### src/rtl/cpu_pkg.sv
// Shared definitions for the load/store unit.
//   - request size encodings (byte / halfword / word / reserved)
//   - LSU controller state enum
//   - alignment check used to reject requests before any memory access
package cpu_pkg;

    localparam logic [1:0] SZ_BYTE = 2'b00;
    localparam logic [1:0] SZ_HALF = 2'b01;
    localparam logic [1:0] SZ_WORD = 2'b10;
    localparam logic [1:0] SZ_RSVD = 2'b11;

    typedef enum logic [1:0] {
        ST_IDLE = 2'd0,
        ST_RD   = 2'd1,
        ST_WR   = 2'd2,
        ST_RESP = 2'd3
    } lsu_state_t;

    // True when the request cannot be serviced: the reserved size code is
    // folded in so a single check drives the error path.
    function automatic logic is_misaligned(input logic [1:0] size,
                                           input logic [1:0] offset);
        logic bad;
        case (size)
            SZ_BYTE: bad = 1'b0;
            SZ_HALF: bad = offset[0];
            SZ_WORD: bad = (offset != 2'b00);
            default: bad = 1'b1;
        endcase
        return bad;
    endfunction

endpackage

### src/rtl/lsu_lane_align.sv
// Combinational byte-lane steering for the LSU (little-endian lanes).
// Ports:
//   word        - 32-bit word read from memory
//   wdata       - store data, right-aligned for byte/halfword
//   offset      - byte offset within the word (addr[1:0])
//   size        - request size encoding
//   is_unsigned - 1: zero-extend loads, 0: sign-extend
//   load_data   - extracted and extended load result
//   merged      - word with the addressed lane(s) replaced by wdata
module lsu_lane_align
    import cpu_pkg::*;
(
    input  logic [31:0] word,
    input  logic [31:0] wdata,
    input  logic [1:0]  offset,
    input  logic [1:0]  size,
    input  logic        is_unsigned,
    output logic [31:0] load_data,
    output logic [31:0] merged
);

    logic [7:0]  lane_byte;
    logic [15:0] lane_half;

    always_comb begin
        lane_byte = 8'(word >> {offset, 3'b000});
        lane_half = 16'(word >> {offset[1], 4'b0000});
        case (size)
            SZ_BYTE: load_data = {{24{~is_unsigned & lane_byte[7]}}, lane_byte};
            SZ_HALF: load_data = {{16{~is_unsigned & lane_half[15]}}, lane_half};
            default: load_data = word;
        endcase
    end

    always_comb begin
        merged = word;
        case (size)
            SZ_BYTE: begin
                case (offset)
                    2'd0:    merged[7:0]   = wdata[7:0];
                    2'd1:    merged[15:8]  = wdata[7:0];
                    2'd2:    merged[23:16] = wdata[7:0];
                    default: merged[31:24] = wdata[7:0];
                endcase
            end
            SZ_HALF: begin
                if (offset[1]) merged[31:16] = wdata[15:0];
                else           merged[15:0]  = wdata[15:0];
            end
            default: merged = wdata;
        endcase
    end

endmodule

### src/rtl/lsu_mem_ctrl.sv
// Load/store initiator between the pipeline and a word-organised data memory.
// Byte/halfword stores use read-modify-write; loads return extended data.
// Ports:
//   clk, rst_n        - clock, asynchronous active-low reset
//   req_*             - request handshake and fields (byte address)
//   rsp_valid/err/rdata - one-cycle completion pulse with status and load data
//   mem_addr/we/wdata - word address, write enable and write data to memory
//   mem_rdata         - combinational read data for mem_addr
module lsu_mem_ctrl
    import cpu_pkg::*;
#(
    parameter int unsigned ADDR_W = 14
) (
    input  logic              clk,
    input  logic              rst_n,
    input  logic              req_valid,
    output logic              req_ready,
    input  logic              req_we,
    input  logic [1:0]        req_size,
    input  logic              req_unsigned,
    input  logic [ADDR_W+1:0] req_addr,
    input  logic [31:0]       req_wdata,
    output logic              rsp_valid,
    output logic              rsp_err,
    output logic [31:0]       rsp_rdata,
    output logic [ADDR_W-1:0] mem_addr,
    output logic              mem_we,
    output logic [31:0]       mem_wdata,
    input  logic [31:0]       mem_rdata
);

    lsu_state_t        state;
    lsu_state_t        state_next;

    logic              lat_we;
    logic [1:0]        lat_size;
    logic              lat_unsigned;
    logic [1:0]        lat_off;
    logic [ADDR_W-1:0] lat_waddr;
    logic [31:0]       wr_word;
    logic              err_q;
    logic [31:0]       rdata_q;

    logic              accept;
    logic              req_bad;
    logic [31:0]       load_data;
    logic [31:0]       merged;

    assign accept  = req_valid && (state == ST_IDLE);
    assign req_bad = is_misaligned(req_size, req_addr[1:0]);

    lsu_lane_align u_align (
        .word        (mem_rdata),
        .wdata       (wr_word),
        .offset      (lat_off),
        .size        (lat_size),
        .is_unsigned (lat_unsigned),
        .load_data   (load_data),
        .merged      (merged)
    );

    always_ff @(posedge clk or negedge rst_n) begin
        if (!rst_n) state <= ST_IDLE;
        else        state <= state_next;
    end

    always_comb begin
        state_next = state;
        case (state)
            ST_IDLE: begin
                if (accept) begin
                    if (req_bad)                 state_next = ST_RESP;
                    else if (!req_we)            state_next = ST_RD;
                    else if (req_size == SZ_WORD) state_next = ST_WR;
                    else                         state_next = ST_RD;
                end
            end
            ST_RD:   state_next = lat_we ? ST_WR : ST_RESP;
            ST_WR:   state_next = ST_RESP;
            default: state_next = ST_IDLE;
        endcase
    end

    // wr_word holds the raw store data from accept until RD, where it is
    // overwritten with the merged word; word stores use it unchanged.
    always_ff @(posedge clk or negedge rst_n) begin
        if (!rst_n) begin
            lat_we       <= 1'b0;
            lat_size     <= '0;
            lat_unsigned <= 1'b0;
            lat_off      <= '0;
            lat_waddr    <= '0;
            wr_word      <= '0;
            err_q        <= 1'b0;
            rdata_q      <= '0;
        end else begin
            case (state)
                ST_IDLE: begin
                    if (accept) begin
                        lat_we       <= req_we;
                        lat_size     <= req_size;
                        lat_unsigned <= req_unsigned;
                        lat_off      <= req_addr[1:0];
                        lat_waddr    <= req_addr[ADDR_W+1:2];
                        wr_word      <= req_wdata;
                        err_q        <= req_bad;
                        rdata_q      <= '0;
                    end
                end
                ST_RD: begin
                    if (lat_we) wr_word <= merged;
                    else        rdata_q <= load_data;
                end
                default: ;
            endcase
        end
    end

    always_comb begin
        req_ready = (state == ST_IDLE);
        rsp_valid = (state == ST_RESP);
        rsp_err   = (state == ST_RESP) && err_q;
        rsp_rdata = rdata_q;
        mem_we    = (state == ST_WR);
        mem_wdata = (state == ST_WR) ? wr_word : '0;
        mem_addr  = (state == ST_IDLE) ? req_addr[ADDR_W+1:2] : lat_waddr;
    end

endmodule

### config.mk
export PLATFORM = sky130hd
export DESIGN_NAME = lsu_mem_ctrl
export DESIGN_NICKNAME = d
export VERILOG_FILES = /design/src/rtl/cpu_pkg.sv /design/src/rtl/lsu_lane_align.sv /design/src/rtl/lsu_mem_ctrl.sv
export SDC_FILE = /design/constraint.sdc
export NUM_CORES = 1
export LEC_CHECK = 0
export BUFFER_PORTS_ARGS = -buffer_cell sky130_fd_sc_hd__buf_2
export CAP_MARGIN = 20
export CELL_PAD_IN_SITES_DETAIL_PLACEMENT = 1
export CELL_PAD_IN_SITES_GLOBAL_PLACEMENT = 2
export CORE_MARGIN = 2
export CORE_UTILIZATION = 33
export DETAILED_ROUTE_END_ITERATION = 8
export PLACE_DENSITY_LB_ADDON = 0.1
export SKIP_CTS_REPAIR_TIMING = 1
export SLEW_MARGIN = 0
export SYNTH_ARGS = -nofsm -noshare
export SYNTH_HDL_FRONTEND = slang
export SYNTH_SLANG_ARGS = --single-unit
export TNS_END_PERCENT = 1
### constraint.sdc
create_clock -name clk -period 3.42 [get_ports clk]
set_input_delay 0.171 -clock clk [delete_from_list [all_inputs] [get_ports clk]]
set_output_delay 0.171 -clock clk [all_outputs]
set_load 0.02 [all_outputs]
Word-level counts from Yosys, hierarchy flattened. Index checks and enable logic that the tools add are counted.

Bits in registers: 87. Input bits: 87. Word-level logic and storage cells: 67.

Equal/unequal tests: 14. Shift-type cells: 2. Mux-type cells: 23. Bitwise gates (word level): 3. Reduce and logical (&&, ||, !) cells: 14.

Operator list (number): 32-bit one-hot mux with 2 select lines (4); 32-bit two-way mux (5); 16-bit two-way mux (2); 8-bit two-way mux (4); 32-bit by 5-bit >> shifter with 16-bit output (1); 32-bit by 5-bit >> shifter with 8-bit output (1); 14-bit two-way mux (1); 2-bit by 1-bit equality test with 1-bit output, second input constant (4); 2-bit equality test, second input constant (4); 2-bit zero test (4); 2-bit two-way mux (4); 3-bit != test, second input constant (2); 2-bit one-hot mux with 3 select lines (1); 6-bit AND reduction (1); 5-bit AND reduction (1); 2-bit != test, second input constant (2); 4-bit AND reduction (1); 2-bit nonzero test (2); 3-bit by 1-bit != test with 1-bit output, second input constant (1); 1-bit one-hot mux with 3 select lines (1); 3-bit AND reduction (1); 3-bit OR reduction (1); 1-bit AND (2); 1-bit logical AND (2); 4 further kinds (4).

Logic depth before layout (Yosys ltp). Gate-level depths: netlist of run 1.

Depth after elaboration: 6. Mapped depth: 9.

Hierarchy. A second synthesis of run 1 with hierarchy kept.

Cells, all modules: 517. Area total of the unflattened synthesis: 5730.5 µm².

Modules (own cells, without submodules): lsu_mem_ctrl (instances 1, cells an instance 300, area each 4146.5 µm², seq. area each 2177.1 µm²); lsu_lane_align (instances 1, cells an instance 217, area each 1584.0 µm², seq. area each 0.0 µm²).

Worst setup path after synthesis of run 1. Ideal clock, no wire load.

Path type: flip-flop to flip-flop. Start: reg state[0]. End: reg rdata_q[16] (netlist: rsp_rdata[16]). Arrival: 2.093 ns. Setup slack: 1.201 ns. Cell stages (with the launch flop): 10. Cell sequence: dfrtp_1 > inv_1 > ha_1 > buf_2 > nor2b_1 > nor3_2 > and2_0 > clkbuf_1 > buf_2 > a221o_1.

Cells in the longest elaborated chain, start to end: 4.

Ends and longest elaborated chain: start, declared (line lsu_mem_ctrl.sv:32) `lsu_state_t state;`; start signal, assigned (line lsu_mem_ctrl.sv:64) `else state <= state_next;`; 2-bit zero test (*); via req_ready (line lsu_mem_ctrl.sv:17) `output logic req_ready,`; 1-bit logical AND (line lsu_mem_ctrl.sv:49) `assign accept = req_valid && (state == ST_IDLE);`; 2-bit by 1-bit != test with 1-bit output (no line); 3-bit AND reduction (no line); end signal, assigned (line lsu_mem_ctrl.sv:112) `else rdata_q <= load_data;`; end, declared (line lsu_mem_ctrl.sv:42) `logic [31:0] rdata_q;`.

Mark *: on every way through the listed nets, which the timed path passes. The rest lies on a longest branch. A chain may end at the register's enable or synchronous reset.

Worst setup path in the final report of run 1.
Start: reg state[1]. End: reg rdata_q[20] (netlist: rsp_rdata[20]).

Cells in the longest elaborated chain, start to end: 4.

Ends and longest elaborated chain (line): 2-bit zero test (lsu_mem_ctrl.sv:49, lsu_mem_ctrl.sv:97); 1-bit logical AND (lsu_mem_ctrl.sv:49); 2-bit by 1-bit != test with 1-bit output (no line); 3-bit AND reduction (no line).

Several ways; a longest one is shown, not always the timed one.

==> summary.md, run 1 <==
| Metric | Value |
|---|---|
| Status | finished clean |
| Core area | 15260 sq um |
| NumNets Final | 776 |
| Actual slew at the worst max-slew pin | 1004 ps |
| DRC viols | 0 |
| RR Startpoint | state[1] |
| Initial core utilization | 33.92% |
| Iter 0 DRT Violations | 290 |
| Drt wl/cell | 20.42 um |
| R2r endpoint | rsp_rdata[20] |
| Worst VDD drop | 0.5893 mV |
| Via count | 4853 |
| Worst-case reg-to-reg path depth | 6 |
| Post-route ant nets | 0 |
| Synth Flop Type | dfrtp_1 |
| Final hold violations | 0 |
| Power per cell area | 1033 nW/um^2 |
| Number of flops mapped to enable cells by yosys | 0 |
| Critical path type | reg2reg |
| Die height | 129.2 um |
| Max Fanout on Critical Path | 16 |
| Max Transition Viols Final | 0 |
| Num CTS Buffers | 9 |
| Syn_nets | 624 |
| Clock Latency Late Sink | 350 ps |
| CP Data Required Time | 3710 ps |
| Htree depth | 3 |
| Share of layout cells above drive strength 1 | 36.28% |
| FP Rows | 45 |
| Crit end category | flip-flop |
| Max transition margin | 33.07% |
| Period minus WS final | 2593 ps |
| DIE AREA | 16700 sq um |
| First-pass GRT wire length | 28270 um |
| Unrepaired setup endpoints after global routing | false |
| Leak Pwr | 3.099 nW |
| Post-Synthesis Cells | 533 |
| Vias in the first global route | 4919 |
| IO buf count | 168 |
| Hold depth | 2 |
| GPL Wtd Cong | 0.7866 |
| CTS clk-pin slew, worst paths | 70 ps |
| Fmax | 0.3857 GHz |
| Yosys reg bits | 87 |
| Worst path arrival time | 2880 ps |
| Worst Setup Start Kind | flip-flop |
| Post-synth cell types | 50 |
| Root cell of the clock tree | clkbuf_16 |
| Register area share after synthesis | 42.06% |
| Initial antenna violation count | 0 |
| Largest net degree at the start of global routing | 77 |
| Setup violators final | 0 |
| Cell taking the most area after synthesis | dfrtp_1 |
| Placed Area | 6212 sq um |
| Via-per-instance ratio | 5.392 |
| Worst R2R Setup Slack | 830 ps |
| Synth warn | 0 |
| CTS Buffer Depth | 2 |
| Area delta synth->final | 26.40% |
| Setup_tns | 0 ps |
| End of the worst hold path | lat_unsigned |
| Largest cells by area after synthesis | dfrtp_1, mux2_2, and2_1, mux2i_1, a221o_1 |
| Max Cap Viol | 0 |
| Drt pass-1 iters | 4 |
| Critical hold path startpoint | req_unsigned |
| GRT Total Usage | 22.28% |
| Number of diodes | 0 |
| Fin crit share | 75.82% |
| Grt total ovfl | 0 |
| Clk_skew | 11.57 ps |
| CTS Sinks | 87 |
| Finished Cell Area | 6543 sq um |
| Num ports | 169 |
| Synth Cell Area | 5176 sq um |
| Min-delay worst type | in2reg |
| Yosys top cell area share | 42.06% |
| FFs w/ async S/R, synth | 100.0% |
| Hpwl dp | 13740 um |
| Die Wd | 129.2 um |
| CTS tree | built |
| Post-Route WL | 18380 um |
| Syn_area_per_cell | 9.711 sq um |
## per-stage QoR
stage	total power, mW	utilization [%]	cells	hold WS (ps)	worst slack [ps]
4_1_cts	6.818	42.63	898	32.32	859.8
2_1_floorplan	4.552	-	533	-124.6	1201
6_report	6.761	42.88	900	53.56	827.1
5_1_grt	7.288	42.88	900	55.01	615.1
3_5_place_dp	5.783	40.71	883	408.2	864.7
3_3_place_gp	5.671	40.71	883	394.1	1018
## power breakdown
group	leakage, nW	switching (mW)	internal, mW	total (mW)
Combinational	1.88	2.30	1.52	3.82
Sequential	1.08	0.423	1.50	1.93
Clock	0.138	0.445	0.567	1.01
## per-layer routing
metal / part of all wire, % / global-route usage, %
met1: 46 / 30.37
met2: 48 / 36.78
met4: 1.6 / 5.946
met3: 4.6 / 3.757
met5: 0 / 0
## cell families (layout without fill, tap and decap cells)
family                     Yosys count  count (layout)  share of synthesized area [%]
DFF                                 87              87                          42.06
adders and majority gates            4               4                         0.9669
and+or+nand+nor                    169             169                          17.65
AOI/OAI and AO/OA                  160             160                          22.17
muxes                               62              62                          13.03
buffers and inverters               51             207                          4.134
## layout make-up
type,instances,area (sq um)
Fill cell,1799,8716
Multi-Input combinational cell,395,2785
Sequential cell,87,2177
Timing Repair Buffer,186,1001
Tap cell,211,264.0
Clock buffer,9,225.2
Clock inverter,6,67.56
Inverter,6,22.52
## placed cells by master (no fill, tap or decap), drive strengths merged, types with 5 or more instances in the layout
| cell | synthesis | final |
|---|---|---|
| buf | 18 | 185 |
| dfrtp | 87 | 87 |
| mux2 | 43 | 43 |
| nand2 | 39 | 39 |
| a21oi | 34 | 34 |
| and2 | 34 | 34 |
| o21ai | 34 | 34 |
| nor2 | 27 | 27 |
| mux2i | 19 | 19 |
| a221o | 18 | 18 |
| nand3 | 13 | 13 |
| or3 | 13 | 13 |
| nand2b | 11 | 11 |
| o31ai | 11 | 11 |
| clkbuf | 27 | 9 |
| o31a | 8 | 8 |
| a211oi | 8 | 8 |
| o211ai | 8 | 8 |
| inv | 6 | 8 |
| a32o | 7 | 7 |
| nor2b | 6 | 6 |
| nand3b | 6 | 6 |
| and3b | 6 | 6 |
| a211o | 6 | 6 |
| a21o | 6 | 6 |
| nor3 | 6 | 6 |
| a31oi | 5 | 5 |
## worst max-delay path by stage
stage | from | to | cells past startpoint | slack (ps)
floorplan | state[0] | rsp_rdata[16] | 9 | 1200
global placement | state[1] | rsp_rdata[22] | 6 | 1020
detailed placement | state[1] | rsp_rdata[20] | 6 | 860
CTS | state[1] | rsp_rdata[20] | 6 | 860
global route | state[1] | rsp_rdata[20] | 6 | 620
finish | state[1] | rsp_rdata[20] | 6 | 830
## flip-flops by register name (all words and copies together), names as in the netlist
name,cells
lat_we,1
rsp_rdata,32
lat_unsigned,1
lat_off,2
err_q,1
lat_size,2
lat_waddr,14
state,2
wr_word,32
## worst max-delay path, stage by stage (launching register included)
cell and delay [ps]:
dfrtp_1 420, inv_1 100, ha_1 410, nor2b_1 210
o21ai_0 200, a2111oi_4 950, a221o_1 230
## cells in the mapped netlist, types with 2 or more instances
master,n
dfrtp_1,87
a31oi_1,5
or3_1,12
nor2_1,27
nor3_1,4
a221o_1,18
a211o_1,6
mux2i_1,19
nand3_1,13
nor3_2,2
nor3b_1,2
o31a_1,8
buf_1,7
nor2b_1,6
buf_2,9
o31ai_1,11
nand2_1,39
o21a_1,4
and3_1,3
clkbuf_1,27
a32o_1,7
and2_1,33
a21o_1,6
a22o_1,3
nand3b_1,6
a21oi_1,34
o211ai_1,8
ha_1,4
and3b_1,6
mux2_2,43
a211oi_1,8
nand2b_1,11
inv_1,6
o21ai_0,33
Power figures use the tool's default switching activity.
==> run 2, diff against run 1 <==
--- a/config.mk
+++ b/config.mk
@@ -10,7 +10,7 @@
 export CELL_PAD_IN_SITES_DETAIL_PLACEMENT = 1
 export CELL_PAD_IN_SITES_GLOBAL_PLACEMENT = 2
 export CORE_MARGIN = 2
-export CORE_UTILIZATION = 33
+export CORE_UTILIZATION = 30
 export DETAILED_ROUTE_END_ITERATION = 8
 export PLACE_DENSITY_LB_ADDON = 0.1
 export SKIP_CTS_REPAIR_TIMING = 1
==> constraint.sdc (replaced) <==
create_clock -name clk -period 2.6 [get_ports clk]
set_input_delay 0.13 -clock clk [delete_from_list [all_inputs] [get_ports clk]]
set_output_delay 0.13 -clock clk [all_outputs]
set_load 0.02 [all_outputs]
==> run 2 against run 1 <==
  * Clock-buffer cell count up 3
  * Combinational power up 33%
  * Flip-flop and latch count unchanged
  * Global-route usage down 0.86 points
  * First-iteration DRC count decreased by 16%
  * Via count increased by 0.31%
  * Non-clock buffer count rose by 2
  * Die area is 9.7% higher
  * Utilization fell by 4.5 points
  * Largest cell class unchanged
  * Highest routed layer unchanged
==> summary.md, run 2 (synthesis results as in run 1) <==
| Metric | Value |
|---|---|
| Post-Route WL | 19250 um |
| Period minus WS final | 2359 ps |
| Die height | 135.4 um |
| Fmax | 0.4239 GHz |
| DIE AREA | 18320 sq um |
| DRC viols | 0 |
| Power per cell area | 1354 nW/um^2 |
| Fin crit share | 90.74% |
| Max Fanout on Critical Path | 16 |
| Clk_skew | 8.337 ps |
| IO buf count | 168 |
| Area delta synth->final | 26.61% |
| Grt total ovfl | 0 |
| CP Data Required Time | 2850 ps |
| Critical path type | reg2reg |
| Commonest non-fill, non-tap cells in the layout | buf_2, dfrtp_1, mux2_2, nand2_1, a21oi_1 |
| Status | finished clean |
| Hpwl dp | 14720 um |
| Filler instances | 1994 |
| Worst Setup Start Kind | flip-flop |
| CTS tree | built |
| Final worst slack | 240.8 ps |
| CTS clk-pin slew, worst paths | 60 ps |
| Fin Hold WS | 16.63 ps |
| CTS Sinks | 87 |
| GPL Wtd Cong | 0.8646 |
| Initial antenna violation count | 1 |
| Share of layout cells above drive strength 1 | 36.18% |
| Placed Area | 6277 sq um |
| Commonest non-fill, non-tap cell in the layout | buf_2 |
| NumNets Final | 778 |
| Final hold violations | 0 |
| First-pass GRT wire length | 29740 um |
| Num CTS Buffers | 9 |
| Initial core utilization | 30.35% |
| Unrepaired setup endpoints after global routing | false |
| Worst VDD drop | 0.5268 mV |
| Clock Latency Late Sink | 350 ps |
| Drt pass-1 iters | 4 |
| Worst path arrival time | 2610 ps |
| Max transition margin | 39.52% |
| Drt wl/cell | 21.01 um |
| CTS Buffer Depth | 2 |
| Root cell of the clock tree | clkbuf_16 |
| Min-delay worst type | in2reg |
| Leak Pwr | 3.098 nW |
| Largest net degree at the start of global routing | 46 |
| GRT Total Usage | 21.42% |
| Number of diodes | 0 |
| Final core occ | 38.42% |
| Core area | 17060 sq um |
| Vias in the first global route | 5145 |
| DP Cell Count | 900 |
| Post-route ant nets | 0 |
| Crit end category | flip-flop |
| Die Wd | 135.4 um |
| Num ports | 169 |
| Finished Layout Cells | 916 |
| Actual slew at the worst max-slew pin | 906.7 ps |
| Iter 0 DRT Violations | 245 |
| FP Rows | 48 |
| Pre-CTS setup slack | 282.0 ps |
| Setup violators final | 0 |
| Setup_tns | 0 ps |
| Finished Cell Area | 6554 sq um |
| Total power | 8.875 mW |
| Max Cap Viol | 0 |
| Htree depth | 3 |
| Via count | 4868 |
| Max Transition Viols Final | 0 |
| Via-per-instance ratio | 5.314 |
[run 2: changes by cell type in the layout (fill, tap and decap cells not counted)]
cell	previous run	this run
clkbuf_8	0	1
inv_6	2	0
buf_16	1	0
buf_12	0	2
bufinv_16	1	0
clkbuf_1	0	2
buf_4	17	18
[run 2: layout make-up]
cell class                 instances  area [sq um]  share of cell area [%]
timing repair buffer             188          1021                   15.58
sequential                        87          2177                   33.22
multi-input combinational        395          2785                   42.50
clock buffer                      12         246.5                   3.761
inverter                           6         22.52                  0.3436
tap                              225         281.5                   4.296
clock inverter                     3         20.02                  0.3055
[run 2: worst max-delay path, cell delays in order, from the launching register on]
cell and delay, ps:
dfrtp_1 430, inv_1 110, ha_1 280, mux2i_1 670
a221o_1 560, nand2_1 120, o31ai_1 90
[run 2: worst paths after layout]
check / cells after the start / slack [ps] / startpoint / to
worst max register to register: 6 / 240 / state[0] / wr_word[8]
worst min-delay path: 2 / 20 / req_unsigned / lat_unsigned
worst max-delay path: 6 / 240 / state[0] / wr_word[8]
max in group asynchronous: 3 / 1600 / rst_n / rsp_rdata[4]
worst min register to register: 2 / 480 / err_q / err_q
min in group asynchronous: 2 / 310 / rst_n / rsp_rdata[29]
[run 2: power breakdown]
| group | internal, mW | total (mW) | switching [mW] | leakage, nW |
|---|---|---|---|---|
| clock | 0.668 | 1.21 | 0.542 | 0.125 |
| sequential | 1.98 | 2.58 | 0.596 | 1.08 |
| combinational | 2.02 | 5.09 | 3.07 | 1.90 |
| total | 4.67 | 8.87 | 4.20 | 3.10 |
[run 2: routing by layer]
layer	wire, um	track usage [%]
met3	935	3.891
met5	0	0
met4	330	6.539
met2	9182	35.00
met1	8800	28.99
==> run 3, diff against run 2 <==
--- a/config.mk
+++ b/config.mk
@@ -13,7 +13,9 @@
 export CORE_UTILIZATION = 30
 export DETAILED_ROUTE_END_ITERATION = 8
 export PLACE_DENSITY_LB_ADDON = 0.1
+export RECOVER_POWER = 100
 export SKIP_CTS_REPAIR_TIMING = 1
+export SKIP_LAST_GASP = 1
 export SLEW_MARGIN = 0
 export SYNTH_ARGS = -nofsm -noshare
 export SYNTH_HDL_FRONTEND = slang
==> run 3 against run 2 <==
  * Combinational power decreased by 3%
  * Clock power hardly changed
  * Flip-flop and latch count did not move
  * Non-clock buffer count unchanged
  * Critical path depth unchanged
  * Clock skew hardly changed
  * Clock-buffer cell count unchanged
  * Cell count increased by 0.11%
  * Wire length hardly changed
  * Utilization fell by 0.73 points
  * Hold slack better by 1.4 ps
  * First-iteration DRC count decreased by 11%
  * Critical path type unchanged
  * Largest cell class unchanged
==> summary.md, run 3 (synthesis results as in run 1) <==
| Metric | Value |
|---|---|
| Status | finished clean |
| Num CTS Buffers | 9 |
| Commonest non-fill, non-tap cells in the layout | buf_2, dfrtp_1, clkbuf_1, mux2_2, nand2_1 |
| Setup violators final | 0 |
| Iter 0 DRT Violations | 219 |
| Hpwl dp | 14720 um |
| Internal power | 4.503 mW |
| Num ports | 169 |
| Area delta synth->final | 24.22% |
| Max Fanout on Critical Path | 32 |
| FP Rows | 48 |
| Critical path origin | state[0] |
| Htree depth | 3 |
| Min-delay worst type | in2reg |
| Sequential power share | 29.6% |
| Critical hold path startpoint | req_unsigned |
| DIE AREA | 18320 sq um |
| Max Cap Viol | 0 |
| Worst path slowest cell | mux2_2 |
| Core area | 17060 sq um |
| Root cell of the clock tree | clkbuf_16 |
| Vias in the first global route | 5145 |
| CTS Buffer Depth | 2 |
| Drt pass-1 iters | 4 |
| CTS clk-pin slew, worst paths | 60 ps |
| NumNets Final | 778 |
| Leak Pwr | 2.827 nW |
| Setup_tns | 0 ps |
| Crit end category | flip-flop |
| Post-route ant nets | 0 |
| Share of layout cells above drive strength 1 | 26.77% |
| Sw frac | 48.29% |
| Drt wl/cell | 20.97 um |
| Worst path arrival time | 2580 ps |
| RR Startpoint | state[0] |
| Comb pwr share | 56.5% |
| Unrepaired setup endpoints after global routing | false |
| Power per cell area | 1354 nW/um^2 |
| Actual slew at the worst max-slew pin | 1101 ps |
| Period minus WS final | 2352 ps |
| GPL Wtd Cong | 0.8646 |
| Die height | 135.4 um |
| GRT Total Usage | 21.42% |
| Initial core utilization | 30.35% |
| Largest net degree at the start of global routing | 46 |
| DRC viols | 0 |
| Via count | 4872 |
| Worst Setup Start Kind | flip-flop |
| Clock power frac | 13.9% |
| Initial antenna violation count | 1 |
| Commonest non-fill, non-tap cell in the layout | buf_2 |
| Max Transition Viols Final | 0 |
| Register area | 2177 sq um |
| Via-per-instance ratio | 5.313 |
| Max transition margin | 26.62% |
| Critical path type | reg2reg |
| Worst VDD drop | 0.5172 mV |
| Clock Latency Late Sink | 350 ps |
| Final hold violations | 0 |
| Fmax | 0.4251 GHz |
| CP Data Required Time | 2820 ps |
| Clk_skew | 7.941 ps |
| Largest stage delay on the critical path | 440 ps |
| CTS tree | built |
| Die Wd | 135.4 um |
| Filler instances | 2021 |
| CP cell instances | inv_1 > ha_1 > mux2_2 > nand2_1 > clkbuf_2 > a221o_1 |
| IO buf count | 168 |
| Grt total ovfl | 0 |
| Fin crit share | 90.47% |
| Final core occ | 37.70% |
| Post-Route WL | 19230 um |
| CTS Sinks | 87 |
| Psw | 4.206 mW |
| First-pass GRT wire length | 29740 um |
| Multi-input logic area | 2779 sq um |
| Total power | 8.709 mW |
## run 3: cell count changes in the layout (fill, tap and decap cells not counted)
cell,change
a221oi_1,+1
a221oi_2,-1
and2_0,+16
and2_1,-16
buf_12,-2
buf_2,-63
buf_4,-5
clkbuf_1,+64
clkbuf_2,+5
clkbuf_4,+1
diode_2,+1
## run 3: power by group through the flow
stage / sequential (mW) / combinational (mW) / clock (mW)
global route: 2.67 / 5.41 / 1.31
detailed placement: 2.60 / 5.12 / 0
CTS: 2.58 / 5.14 / 1.25
floorplan: 2.50 / 3.49 / 0
global placement: 2.57 / 4.97 / 0
finish: 2.58 / 4.92 / 1.21
## run 3: layout make-up
class | instances | area share [%]
clock buffer | 12 | 3.833
antenna | 1 | 0.03892
inverter | 6 | 0.3503
multi-input combinational | 395 | 43.22
timing repair buffer | 188 | 14.01
tap | 225 | 4.378
clock inverter | 3 | 0.3113
sequential | 87 | 33.86
## run 3: worst max-delay path, delay by kind of cell, from the launching register on
| kind | cells | cell delay [ps] |
|---|---|---|
| flip-flops | 1 | 420 |
| AND/OR/NAND/NOR | 1 | 80 |
| buffers and inverters | 2 | 530 |
| multiplexers | 1 | 440 |
| AO/OA/AOI/OAI | 1 | 440 |
| adder cells (fa/ha/maj) | 1 | 280 |
## run 3: per-stage QoR
stage               setup WS (ps)  hold slack (ps)  cell area, sq um  std cells
floorplan                   381.2           -165.6              5176        533
global placement            375.7            156.8              6277        900
detailed placement          282.0            164.2              6277        900
CTS                         247.5           -218.3              6544        915
global route                25.79            17.70              6430        917
finish                      247.7            18.07              6430        917
## run 3: path summary, 6_finish.rpt
| check | cells after the start | slack [ps] | to |
|---|---|---|---|
| max | 6 | 250 | rsp_rdata[19] |
| min | 2 | 20 | lat_unsigned |
| max reg2reg | 6 | 250 | rsp_rdata[19] |
| min reg2reg | 2 | 480 | err_q |
| max in group asynchronous | 3 | 400 | rsp_rdata[4] |
| min in group asynchronous | 2 | 510 | rsp_rdata[29] |
## run 3: layer usage
layer	global-route usage, %	up-vias	routed length, um
met4	6.539	0	328
li1	-	2270	-
met5	0	-	0
met2	35.00	133	9172
met1	28.99	2447	8747
met3	3.891	22	981
